**src/rtl/mux_logic_unit_if.sv**
```systemverilog
`default_nettype none
// ============================================================================
// mux_logic_unit_if : operand / result handshake bundle for mux_logic_unit
// Revision 1.0
// ============================================================================
interface mux_logic_unit_if #(
    parameter int WIDTH = 8,
    parameter int CNT_W = 16
) ();
    logic             in_valid;
    logic             in_ready;
    logic [2:0]       op;
    logic [WIDTH-1:0] a;
    logic [WIDTH-1:0] b;
    logic             out_valid;
    logic             out_ready;
    logic [WIDTH-1:0] y;
    logic [CNT_W-1:0] op_count;

    modport slave (
        input  in_valid, op, a, b, out_ready,
        output in_ready, out_valid, y, op_count
    );

    modport master (
        output in_valid, op, a, b, out_ready,
        input  in_ready, out_valid, y, op_count
    );
endinterface
`default_nettype wire

```
**src/rtl/mux_logic_unit.sv**
```systemverilog
`default_nettype none
// ============================================================================
// mux_logic_unit : two-stage pipelined logic unit built from per-bit 2:1 muxes
// Revision 1.0
// ============================================================================
module mux_logic_unit #(
    parameter int WIDTH = 8,
    parameter int CNT_W = 16
) (
    input  wire logic         clk,
    input  wire logic         rst_n,
    mux_logic_unit_if.slave   bus
);
    localparam logic [2:0] OP_NAND = 3'b000;
    localparam logic [2:0] OP_NOR  = 3'b001;
    localparam logic [2:0] OP_AND  = 3'b010;
    localparam logic [2:0] OP_OR   = 3'b011;
    localparam logic [2:0] OP_XOR  = 3'b100;
    localparam logic [2:0] OP_XNOR = 3'b101;
    localparam logic [2:0] OP_NOTA = 3'b110;

    logic             s1_valid_q;
    logic [2:0]       s1_op_q;
    logic [WIDTH-1:0] s1_a_q;
    logic [WIDTH-1:0] s1_b_q;
    logic             s2_valid_q;
    logic [WIDTH-1:0] y_q;
    logic [CNT_W-1:0] cnt_q;
    logic [CNT_W-1:0] cnt_d;

    logic             w_adv1;
    logic             w_adv2;
    logic             w_deliver;
    logic [WIDTH-1:0] w_i0;
    logic [WIDTH-1:0] w_i1;
    logic [WIDTH-1:0] y_d;

    assign w_adv2    = !s2_valid_q || bus.out_ready;
    assign w_adv1    = !s1_valid_q || w_adv2;
    assign w_deliver = s2_valid_q && bus.out_ready;

    assign bus.in_ready  = w_adv1;
    assign bus.out_valid = s2_valid_q;
    assign bus.y         = y_q;
    assign bus.op_count  = cnt_q;

    // Data inputs of every mux cell, chosen by the opcode held in S1.
    always_comb begin
        w_i0 = '0;
        w_i1 = '0;
        case (s1_op_q)
            OP_NAND: begin w_i0 = '1;      w_i1 = ~s1_b_q; end
            OP_NOR:  begin w_i0 = ~s1_b_q; w_i1 = '0;      end
            OP_AND:  begin w_i0 = '0;      w_i1 = s1_b_q;  end
            OP_OR:   begin w_i0 = s1_b_q;  w_i1 = '1;      end
            OP_XOR:  begin w_i0 = s1_b_q;  w_i1 = ~s1_b_q; end
            OP_XNOR: begin w_i0 = ~s1_b_q; w_i1 = s1_b_q;  end
            OP_NOTA: begin w_i0 = '1;      w_i1 = '0;      end
            default: begin w_i0 = s1_b_q;  w_i1 = s1_b_q;  end
        endcase
    end

    generate
        for (genvar i = 0; i < WIDTH; i++) begin : g_bit
            assign y_d[i] = s1_a_q[i] ? w_i1[i] : w_i0[i];
        end
    endgenerate

    assign cnt_d = (w_deliver && (cnt_q != {CNT_W{1'b1}})) ? cnt_q + 1'b1 : cnt_q;

    // Data registers only capture qualified beats so idle X on a/b never reaches y.
    always_ff @(posedge clk or negedge rst_n) begin
        if (!rst_n) begin
            s1_valid_q <= 1'b0;
            s1_op_q    <= '0;
            s1_a_q     <= '0;
            s1_b_q     <= '0;
            s2_valid_q <= 1'b0;
            y_q        <= '0;
            cnt_q      <= '0;
        end else begin
            if (w_adv1) begin
                s1_valid_q <= bus.in_valid;
                if (bus.in_valid) begin
                    s1_op_q <= bus.op;
                    s1_a_q  <= bus.a;
                    s1_b_q  <= bus.b;
                end
            end
            if (w_adv2) begin
                s2_valid_q <= s1_valid_q;
                if (s1_valid_q) begin
                    y_q <= y_d;
                end
            end
            cnt_q <= cnt_d;
        end
    end
endmodule
`default_nettype wire

```
**src/flat_wrapper.sv**
```systemverilog
// flat-port wrapper written by rule: the top's interface ports become plain ports
module mux_logic_unit_flat 
#(
    parameter int WIDTH = 8,
    parameter int CNT_W = 16
)
  (clk, rst_n, bus_in_valid, bus_op, bus_a, bus_b, bus_out_ready, bus_in_ready, bus_out_valid, bus_y, bus_op_count);
  mux_logic_unit_if #(.WIDTH(WIDTH), .CNT_W(CNT_W)) bus_i ();
  input  wire logic clk;
  input  wire logic rst_n;
  input wire logic [$bits(bus_i.in_valid)-1:0] bus_in_valid;
  input wire logic [$bits(bus_i.op)-1:0] bus_op;
  input wire logic [$bits(bus_i.a)-1:0] bus_a;
  input wire logic [$bits(bus_i.b)-1:0] bus_b;
  input wire logic [$bits(bus_i.out_ready)-1:0] bus_out_ready;
  output wire logic [$bits(bus_i.in_ready)-1:0] bus_in_ready;
  output wire logic [$bits(bus_i.out_valid)-1:0] bus_out_valid;
  output wire logic [$bits(bus_i.y)-1:0] bus_y;
  output wire logic [$bits(bus_i.op_count)-1:0] bus_op_count;
  assign bus_i.in_valid = bus_in_valid;
  assign bus_i.op = bus_op;
  assign bus_i.a = bus_a;
  assign bus_i.b = bus_b;
  assign bus_i.out_ready = bus_out_ready;
  assign bus_in_ready = bus_i.in_ready;
  assign bus_out_valid = bus_i.out_valid;
  assign bus_y = bus_i.y;
  assign bus_op_count = bus_i.op_count;
  mux_logic_unit #(.WIDTH(WIDTH), .CNT_W(CNT_W)) u_core (.clk(clk), .rst_n(rst_n), .bus(bus_i));
endmodule
```
**config.mk**
```make
export PLATFORM = sky130hd
export DESIGN_NAME = mux_logic_unit_flat
export DESIGN_NICKNAME = d
export VERILOG_FILES = /design/src/rtl/mux_logic_unit_if.sv /design/src/rtl/mux_logic_unit.sv /design/src/flat_wrapper.sv
export SDC_FILE = /design/constraint.sdc
export NUM_CORES = 1
export LEC_CHECK = 0
export CAP_MARGIN = 30
export CELL_PAD_IN_SITES_DETAIL_PLACEMENT = 2
export CELL_PAD_IN_SITES_GLOBAL_PLACEMENT = 2
export CORE_UTILIZATION = 30
export CTS_BUF_LIST = sky130_fd_sc_hd__clkbuf_2 sky130_fd_sc_hd__clkbuf_4 sky130_fd_sc_hd__clkbuf_8
export DETAILED_ROUTE_END_ITERATION = 6
export HOLD_SLACK_MARGIN = 0.12
export PLACE_DENSITY = 0.81
export SYNTH_ARGS = -nofsm -noshare
export SYNTH_HDL_FRONTEND = slang
export SYNTH_SLANG_ARGS = --single-unit
export TNS_END_PERCENT = 30
```
**constraint.sdc**
```tcl
create_clock -name clk -period 1.7 [get_ports clk]
set_input_delay 0.255 -clock clk [delete_from_list [all_inputs] [get_ports clk]]
set_output_delay 0.255 -clock clk [all_outputs]
set_load 0.05 [all_outputs]
```
==> results.md <==
- Status: finished clean
- DRC viols: 0
- Top post-synthesis cells by area: dfrtp_1, mux2_2, xnor2_1
- Cell Pwr Density: around 1200 nW/um^2
- Root Buffer: clkbuf_8
- Starting Density: approximately 31%
- Number of enable flip-flop cells after synthesis: 0
- Layout Area Growth over Synthesis: 39.4%
- Synthesized cell area: about 2400 um^2
- Max-slew headroom: 58.4%
- Setup repair bufs after CTS: 0
- Synth Area in Compound Gates: between 10% and 20%
- Post-synthesis adder-cell area fraction: less than 1%
- Worst setup EP type: primary output
- Per-cell routed wire length: 19.7 um
- Final net count: ~320
- F_max: just over 0.6 GHz
- N_diodes: 0
- Clock tree buffer depth: 2
- Maximum vdd drop: between 300 and 400 uV
- Drt pass-1 iters: 4
- Placed cells: 391
- Cell area after layout: between 3000 and 4000 um^2
- H-tree levels: 2
- Area of placed instances: ~3200 um^2
- RSZ-0062 raised after global routing: true
- Grt total ovfl: 0
- I/O Buffers: 48
- Most common cell after layout, fill and taps aside: buf_4
- Hold Path Class: primary input to asynchronous set/reset pin
- Critical path fanouts, max: 4
- Synth async-reset ratio: 100%
- Sequential-to-total area share from yosys stat: 46.6%
- Simple-gate share of the synthesized area: between 10% and 20%
- Clock buffer count from CTS: 5
- Worst Path Arrival: between 1 and 1.5 ns
- Clock skew: between 0.003 and 0.004 ns
- Die span in x: ~92 um
- Synth cell types: a little over 40
- CP Launch Type: primary input
- Global placement routability congestion: between 0.7 and 0.8
- GRT Overall Usage: 19.8%
- Yosys reg bits: between 40 and 50
- Clk sinks: 45
- MaxCap Viol Count: 0
- Final TNS setup: 0 ns
- Share of cells above drive strength 1: 32.9%
- Hold Vio Cnt, Final: 0
- Final setup fails: 0
- Layout fillers: ~840
- Top-area cell type share of the netlist area: a little under half
- Standard-cell rows: 32
- Fin crit share: just under 100%
- Ports: between 40 and 50
- Global-route wire length before repair: between 10000 and 15000 um
- Core Region: about 7800 um^2
- Hold WS: ~0.46 ns
- Leak: roughly 1.5 nW
- Post-synthesis cell count: ~230
- Die area: between 8000 and 9000 um^2
- Largest net degree at the start of global routing: 46
- CTS tree: yes
- Worst-skew pair later-pin latency: about 0.31 ns
- Post-DP HPWL: about 5600 um
- Detailed Route Iter0 Violations: between 70 and 80
- Main combinational cell family by area after synthesis: simple AND/OR/NAND/NOR gates
- Critical path class: primary input to primary output
- Clk pin slew, worst setup/hold paths: about 0.090 ns
- Post-Route WL: about 7900 um
- DR vias/cell: about 5.3
- Largest area contributor in the netlist: dfrtp_1
- Synth Flop Type: dfrtp_1
- Place WS: -0.214 ns
- Worst Max-Slew Pin Slew: about 0.62 ns
- Commonest cells after routing, fill and taps aside: buf_4, dfrtp_1, clkdlybuf4s50_1
- Synth warnings: 0
- Synthesized area per cell: 10.7 um^2
- Routed Antenna Nets: 0
- Post-Syn Nets: 249
- Antenna violations before repair: 0
- Slew Viols, Final: 0
- Post-Layout Cell Count: 400
- Worst Path Required: about 1.4 ns
- XOR/XNOR Fraction of Synth Area: approximately 6.5%
- Mux contribution to synthesized area: between 10% and 20%
- Vias in the first global route: around 2400
- Final worst setup slack: 0.0507 ns
- Routed vias: 2130
- Die Span Y: around 92 um
- Crit path time final: roughly 1.6 ns
==> repair_timing <==
item                                   in CTS  in global routing
pin swaps                                   0                  3
resized for setup                           3                  5
hold buffers                                1                  0
endpoints found under the hold margin      45                  0
gates cloned                                0                  0
setup endpoints to repair                   8                  8
==> worst max-delay path, stage by stage <==
cell	delay [ns]
clkdlybuf4s50_1	0.51
nand3b_1	0.28
buf_4	0.20
buf_12	0.14
==> synth_stat cells (all sizes together) (2+ instances only) <==
library cell / n
dfrtp: 45
xnor2: 12
buf: 5
nand2: 13
nor4: 6
nand3: 5
o211ai: 2
a32oi: 8
mux2: 21
nand2b: 13
nor3: 10
nand4: 5
a31oi: 11
o21a: 2
o221ai: 8
mux2i: 8
xor2: 6
clkbuf: 6
nor2: 19
a21oi: 8
==> metrics by stage <==
| step | util [%] | power (mW) |
|---|---|---|
| final | 43.3 | 4.13 |
| after floorplan | - | 2.64 |
| after global placement | 41.4 | 3.23 |
| after detailed placement | 41.4 | 3.34 |
| after CTS | 43.1 | 4.16 |
| after global routing | 43.3 | 4.34 |
==> flip-flops by register name (all words and copies together) (netlist names) <==
signal	count
u_core.s1_a_q	8
u_core.bus.op_count	16
u_core.s1_valid_q	1
u_core.s1_op_q	3
u_core.bus.out_valid	1
u_core.bus.y	8
u_core.s1_b_q	8
==> where the power goes <==
part	leakage, nW	internal [mW]	total [mW]	switching (mW)
clock network	0.0542	0.369	0.767	0.399
logic	0.861	0.727	1.80	1.07
registers	0.539	1.28	1.56	0.274
total	1.45	2.38	4.13	1.74
==> final cells by class <==
| cell class | instances | area (um^2) | share of cell area, % |
|---|---|---|---|
| Inverter | 1 | 3.75 | 0.111 |
| Clock buffer | 7 | 96.3 | 2.86 |
| Sequential cell | 45 | 1130 | 33.6 |
| Tap cell | 102 | 128 | 3.79 |
| Multi-Input combinational cell | 168 | 1320 | 39.1 |
| Clock inverter | 1 | 5.00 | 0.149 |
| Timing Repair Buffer | 76 | 686 | 20.4 |
==> metal layers <==
metal / vias to the layer above / track usage (%) / routed length, um
met5: - / 0 / 0
met4: 0 / 7.16 / 172
met3: 14 / 2.74 / 205
met2: 40 / 35.6 / 4250
met1: 1099 / 24.0 / 3250
li1: 977 / - / -
==> path summary, 6_finish.rpt <==
path,slack [ns],startpoint,depth (start not counted),endpoint
worst max-delay path,0.05,bus_out_ready,4,bus_in_ready
worst min-delay path,0.46,rst_n,3,u_core.bus.op_count[7]$_DFFE_PN0P_
worst max register to register,0.07,u_core.bus.op_count[10]$_DFFE_PN0P_,5,u_core.bus.op_count[9]$_DFFE_PN0P_
worst min register to register,0.52,u_core.s1_valid_q$_DFFE_PN0N_,1,u_core.bus.out_valid$_DFFE_PN0P_
max in group asynchronous,1.00,rst_n,3,u_core.bus.op_count[2]$_DFFE_PN0P_
min in group clk,0.52,u_core.s1_valid_q$_DFFE_PN0N_,1,u_core.bus.out_valid$_DFFE_PN0P_
==> cells by family after synthesis <==
logic type | after synthesis
multiplexers | 29
XOR/XNOR | 18
buffers and inverters | 12
AND/OR/NAND/NOR | 78
flip-flops | 45
adder cells (fa/ha/maj) | 1
AO/OA/AOI/OAI | 42
No activity file was read; power rests on OpenSTA's default activity.
